$ cat config.mk
export PLATFORM = sky130hd
export DESIGN_NAME = x_times2
export DESIGN_NICKNAME = d
export VERILOG_FILES = /design/src/rtl/x_times2.sv
export SDC_FILE = /design/constraint.sdc
export NUM_CORES = 1
export LEC_CHECK = 0
export CAP_MARGIN = 20
export CORE_MARGIN = 1
export CORE_UTILIZATION = 49
export CTS_BUF_LIST = sky130_fd_sc_hd__clkbuf_16
export CTS_CLUSTER_DIAMETER = 100
export DETAILED_ROUTE_END_ITERATION = 8
export GPL_TIMING_DRIVEN = 0
export HOLD_SLACK_MARGIN = 0.15
export PLACE_DENSITY_LB_ADDON = 0.08
export SLEW_MARGIN = 20
export SYNTH_ARGS = -nofsm -noshare
export SYNTH_HDL_FRONTEND = slang
export SYNTH_SLANG_ARGS = --single-unit
$ cat constraint.sdc
create_clock -name clk_i -period 2.9 [get_ports clk_i]
set_input_delay 0.87 -clock clk_i [delete_from_list [all_inputs] [get_ports clk_i]]
set_output_delay 0.87 -clock clk_i [all_outputs]
set_load 0.01 [all_outputs]
$ cat src/rtl/x_times2.sv
// GF(2^8) xtime: combinational single doubling per lane plus a registered 2^k multiplier.
// Optional macro XTIME_RED_FLAG_EN adds the per-lane reduction flag output red_o.
module x_times2 #(
  parameter int unsigned LANES = 1,
  parameter logic [7:0]  POLY  = 8'h1B
) (
  input  logic                 clk_i,
  input  logic                 rst_i,
  input  logic [8*LANES-1:0]   b_i,
  output logic [8*LANES-1:0]   b_o,
  input  logic                 valid_i,
  input  logic [2:0]           k_i,
  output logic [8*LANES-1:0]   p_o,
  output logic                 valid_o
`ifdef XTIME_RED_FLAG_EN
  ,
  output logic [LANES-1:0]     red_o
`endif
);

  localparam int unsigned W = 8 * LANES;

  function automatic logic [7:0] xtime(input logic [7:0] b);
    return {b[6:0], 1'b0} ^ (b[7] ? POLY : 8'h00);
  endfunction

  // Seven-stage doubling ladder, selected by k.
  function automatic logic [7:0] mul_pow2(input logic [7:0] b, input logic [2:0] k);
    logic [7:0] st [8];
    st[0] = b;
    for (int j = 1; j < 8; j++) begin
      st[j] = xtime(st[j-1]);
    end
    return st[k];
  endfunction

`ifdef XTIME_RED_FLAG_EN
  // Set when any of the first k ladder stages fed a set bit 7 into the next doubling.
  function automatic logic red_any(input logic [7:0] b, input logic [2:0] k);
    logic [7:0] st [8];
    logic       red;
    st[0] = b;
    red   = 1'b0;
    for (int j = 1; j < 8; j++) begin
      st[j] = xtime(st[j-1]);
    end
    for (int j = 0; j < 7; j++) begin
      if (3'(j) < k) red = red | st[j][7];
    end
    return red;
  endfunction

  logic [LANES-1:0] w_red;
  logic [LANES-1:0] r_red;
`endif

  logic [W-1:0] w_p;
  logic [W-1:0] r_p;
  logic         r_valid;

  for (genvar n = 0; n < LANES; n++) begin : g_lane
    assign b_o[8*n +: 8] = xtime(b_i[8*n +: 8]);
    assign w_p[8*n +: 8] = mul_pow2(b_i[8*n +: 8], k_i);
`ifdef XTIME_RED_FLAG_EN
    assign w_red[n] = red_any(b_i[8*n +: 8], k_i);
`endif
  end

  // Result register: loads on valid, holds otherwise; reset wins over valid.
  always_ff @(posedge clk_i) begin
    if (rst_i) begin
      r_valid <= 1'b0;
      r_p     <= '0;
`ifdef XTIME_RED_FLAG_EN
      r_red   <= '0;
`endif
    end else begin
      r_valid <= valid_i;
      if (valid_i) begin
        r_p   <= w_p;
`ifdef XTIME_RED_FLAG_EN
        r_red <= w_red;
`endif
      end
    end
  end

  assign p_o     = r_p;
  assign valid_o = r_valid;
`ifdef XTIME_RED_FLAG_EN
  assign red_o   = r_red;
`endif

endmodule

==> Flow_metrics.wiki <==
{| class="wikitable"
! Metric !! Value
|-
| Worst IR drop on VDD || 0.501 mV
|-
| First-pass iteration count of the detailed router || 4
|-
| Capturing element type of the critical path || primary output
|-
| End point of the most critical hold path || p_o[2]$_SDFFE_PP0P_
|-
| DRT met1 WL || 1240 µm
|-
| Initial drt markers || 36
|-
| Final setup vio count || 0
|-
| Worst path max stage delay || 0.56 ns
|-
| Source of the worst register-to-register timing path || p_o[6]$_SDFFE_PP0P_
|-
| Result of the run || complete, no violations
|-
| Share of the core filled with cells || 70.2%
|-
| Wire length of the first global-routing pass || 4330 µm
|-
| Largest clock skew in the final design || 0 ns
|-
| Y dimension of the die || 52.5 µm
|-
| Final max-slew violation count || 0
|-
| Depth of the most critical reg-to-reg path || 2
|-
| Post-route setup TNS || 0 ns
|-
| Nets@finish || 187
|-
| Number of diodes || 0
|-
| Maximum number of pins on one net before global-route repair || 11
|-
| Worst slew slack as a fraction of its limit || 67.4%
|-
| Number of enable-type register cells in the synthesized netlist || 0
|-
| Post-synth top area share || 14.4%
|-
| Top_reg_cell synth || sky130_fd_sc_hd__dfxtp_1
|-
| Die outline width || 52.5 µm
|-
| Area of the placeable core || 0.00230 mm²
|-
| Routed length on met2 || 1380 µm
|-
| Final WL || 2750 µm
|-
| Power density over the cells || 409 mW/mm²
|-
| Number of placement rows || 17
|-
| Finished Cell Area || 0.00161 mm²
|-
| Slowest stage cell on the critical path || sky130_fd_sc_hd__clkdlybuf4s50_1
|-
| Data required, critical path || 2.03 ns
|-
| Endpoint of the lowest-slack register-to-register path || p_o[6]$_SDFFE_PP0P_
|-
| Met3 WL || 117 µm
|-
| Final RePlAce weighted congestion || 0.922
|-
| Vias || 1110
|-
| Number of I/O port buffers || 22
|-
| Worst setup path category || primary input to primary output
|-
| Routed wirelength normalized by instance count || 13.7 µm
|-
| Clock tree from TritonCTS || done
|-
| Number of sinks driven by the clock tree || 9
|-
| Net Count, Synth || 159
|-
| Post-synth design cell area || 0.00125 mm²
|-
| Sequential element share of the synthesized area || 14.4%
|-
| Depth of the worst hold-timing path || 2
|-
| Die area || 0.00275 mm²
|-
| Startpoint type of the worst setup path || primary input
|-
| Number of buffers created by CTS || 3
|-
| Initial core utilization || 54.3%
|-
| Max-capacitance violation count || 0
|-
| Number of synthesized register bits || 9
|-
| Crit-path leading delay family || buffers and inverters
|-
| Overall routing resource usage || 21.8%
|-
| Htree depth || 1
|-
| Startpoint of the lowest-slack hold path || p_o[2]$_SDFFE_PP0P_
|-
| RSZ-0062 raised after global routing || false
|-
| Critical path, cell by cell || buf_6, xnor2_4, inv_1, clkdlybuf4s50_1
|-
| Final count of hold timing violations || 0
|-
| Post-detail-place hpwl || 2070 µm
|-
| Drt drc || 0
|-
| Worst-skew pair later-pin latency || 0.23 ns
|-
| Share of the clock period used by the worst path || 95.4%
|-
| Synth warnings || 0
|-
| Cell accounting for the most synthesized area || sky130_fd_sc_hd__dfxtp_1
|-
| Total gr overflow || 0
|-
| CP arrival || 1.90 ns
|-
| Placement Cell Area || 0.00150 mm²
|-
| R2R setup slack || 2.20 ns
|-
| Synthesized netlist cell count || 145
|-
| Synth area leaders || sky130_fd_sc_hd__dfxtp_1 (14%), sky130_fd_sc_hd__xnor2_1 (14%), sky130_fd_sc_hd__mux2i_1 (8.8%)
|-
| Worst min path class || register to register
|-
| Post-synth ARST share || 0%
|-
| Per-instance average area after synthesis || 8.60 µm²
|-
| Worst setup slack after layout || 0.132 ns
|-
| Vias in the first global route || 945
|-
| Root Buffer Master || sky130_fd_sc_hd__clkbuf_16
|-
| Total power of the final layout || 660 µW
|-
| Fraction of layout cells with a size suffix above 1 || 17.4%
|-
| Setup Slack @ Placement || -0.306 ns
|-
| Actual transition at the worst max-transition pin || 0.489 ns
|-
| Number of nets with antenna violations after detailed routing || 0
|-
| Leakage || 0.000671 µW
|-
| Max Clk Rate || 361 MHz
|-
| Top Layer Used || met4
|-
| Num ports || 31
|-
| CTS Hold Bufs || 0
|-
| Maximum fanout encountered on the critical timing path || 10
|-
| Bufs and invs on worst path || 3
|-
| Per-cell via count in the routed design || 5.55
|-
| Cell variety after synth || 36
|-
| Final critical-path required period || 2.77 ns
|-
| Clock-pin slew reported for the worst setup and hold paths after clock tree synthesis || 0.04 ns
|-
| Maximum count of clock buffers along a single path || 2
|-
| Antenna violations before repair || 0
|-
| Layout area overhead || 29.3%
|}
[kinds of logic after synthesis]
kind of cell	after synthesis	share of synthesized area (%)
mux	16	17.6
simple gates	30	10.2
flops	9	14.4
xor+xnor	34	27.5
buf+inv	26	13.1
compound gates	30	17.2
[worst min-delay path, delay by kind of cell (launching register included)]
| kind | cells | cell delay, ns |
|---|---|---|
| flip-flops | 1 | 0.30 |
| AND/OR/NAND/NOR | 2 | 0.09 |
[state kept, by name, indices dropped and copies added (netlist names)]
signal	flops
valid_o	1
p_o	8
[cell usage after synthesis, types with 3 or more instances]
cell type	n
sky130_fd_sc_hd__inv_1	6
sky130_fd_sc_hd__nor2_1	15
sky130_fd_sc_hd__nand2b_1	3
sky130_fd_sc_hd__o21ai_0	4
sky130_fd_sc_hd__xnor2_1	20
sky130_fd_sc_hd__mux2i_1	11
sky130_fd_sc_hd__a21oi_1	6
sky130_fd_sc_hd__dfxtp_1	9
sky130_fd_sc_hd__buf_4	8
sky130_fd_sc_hd__a211oi_1	9
sky130_fd_sc_hd__nand2_1	8
sky130_fd_sc_hd__xor2_1	11
sky130_fd_sc_hd__clkbuf_1	3
sky130_fd_sc_hd__buf_2	4
[cells in the final DEF (no fill, tap or decap), types with 2 or more instances in the layout]
cell type                          n
sky130_fd_sc_hd__dlygate4sd2_1     2
sky130_fd_sc_hd__xnor2_1          19
sky130_fd_sc_hd__dfxtp_1           9
sky130_fd_sc_hd__buf_1             2
sky130_fd_sc_hd__buf_4             9
sky130_fd_sc_hd__clkbuf_1          3
sky130_fd_sc_hd__buf_2             4
sky130_fd_sc_hd__buf_6             2
sky130_fd_sc_hd__nor3_1            2
sky130_fd_sc_hd__nand2_1           8
sky130_fd_sc_hd__xnor2_2           2
sky130_fd_sc_hd__nor2_1           15
sky130_fd_sc_hd__clkbuf_16         3
sky130_fd_sc_hd__inv_1             7
sky130_fd_sc_hd__a22o_1            2
sky130_fd_sc_hd__nand2b_1          3
sky130_fd_sc_hd__a211oi_1          9
sky130_fd_sc_hd__clkdlybuf4s50_1  20
sky130_fd_sc_hd__mux4_2            2
sky130_fd_sc_hd__o211ai_1          2
sky130_fd_sc_hd__a21oi_1           6
sky130_fd_sc_hd__o21ai_0           4
sky130_fd_sc_hd__mux2i_1          11
sky130_fd_sc_hd__xor2_1           10
[how the worst max path moves through the flow]
| stage | from | to | slack (ns) | cells past startpoint |
|---|---|---|---|---|
| after floorplan | b_i[3] | b_o[4] | 0.55 | 2 |
| after CTS | b_i[3] | b_o[4] | 0.05 | 3 |
| after global routing | b_i[3] | b_o[4] | 0.07 | 3 |
| final | b_i[7] | b_o[3] | 0.13 | 4 |
| after global placement | b_i[0] | b_o[1] | -0.26 | 4 |
| after detailed placement | b_i[0] | b_o[1] | -0.31 | 4 |
[area by class of cell]
class | count | area, µm²
tap | 28 | 35.0
timing repair buffer | 23 | 225
fill | 194 | 684
clock buffer | 3 | 75.1
multi-input combinational | 110 | 930
sequential | 9 | 180
buffer | 20 | 141
clock inverter | 1 | 3.75
inverter | 6 | 22.5
[layer usage]
metal	vias up	GRT usage, %
li1	550	-
met1	531	28.0
met2	27	36.1
met3	2	6.38
met4	0	3.95
met5	-	0
[stage by stage]
step	instances	hold WS, ns
after CTS	200	0.442
after detailed placement	195	0.436
after global placement	195	0.433
after global routing	200	0.481
after floorplan	145	0.467
final	200	0.439
[power breakdown]
part	internal [µW]	switching, µW	total [µW]	leakage (µW)
clock network	180	56.0	236	0.0000423
registers	136	5.29	141	0.0000747
logic	149	134	283	0.000554
[repair_timing]
action                                  CTS  global route
endpoints found under the setup margin    3             1
gates cloned                              0             0
gates resized for setup                   4             1
pin swaps                                 1             0
buffers inserted                          1             0
No activity file was read; power rests on OpenSTA's default activity.
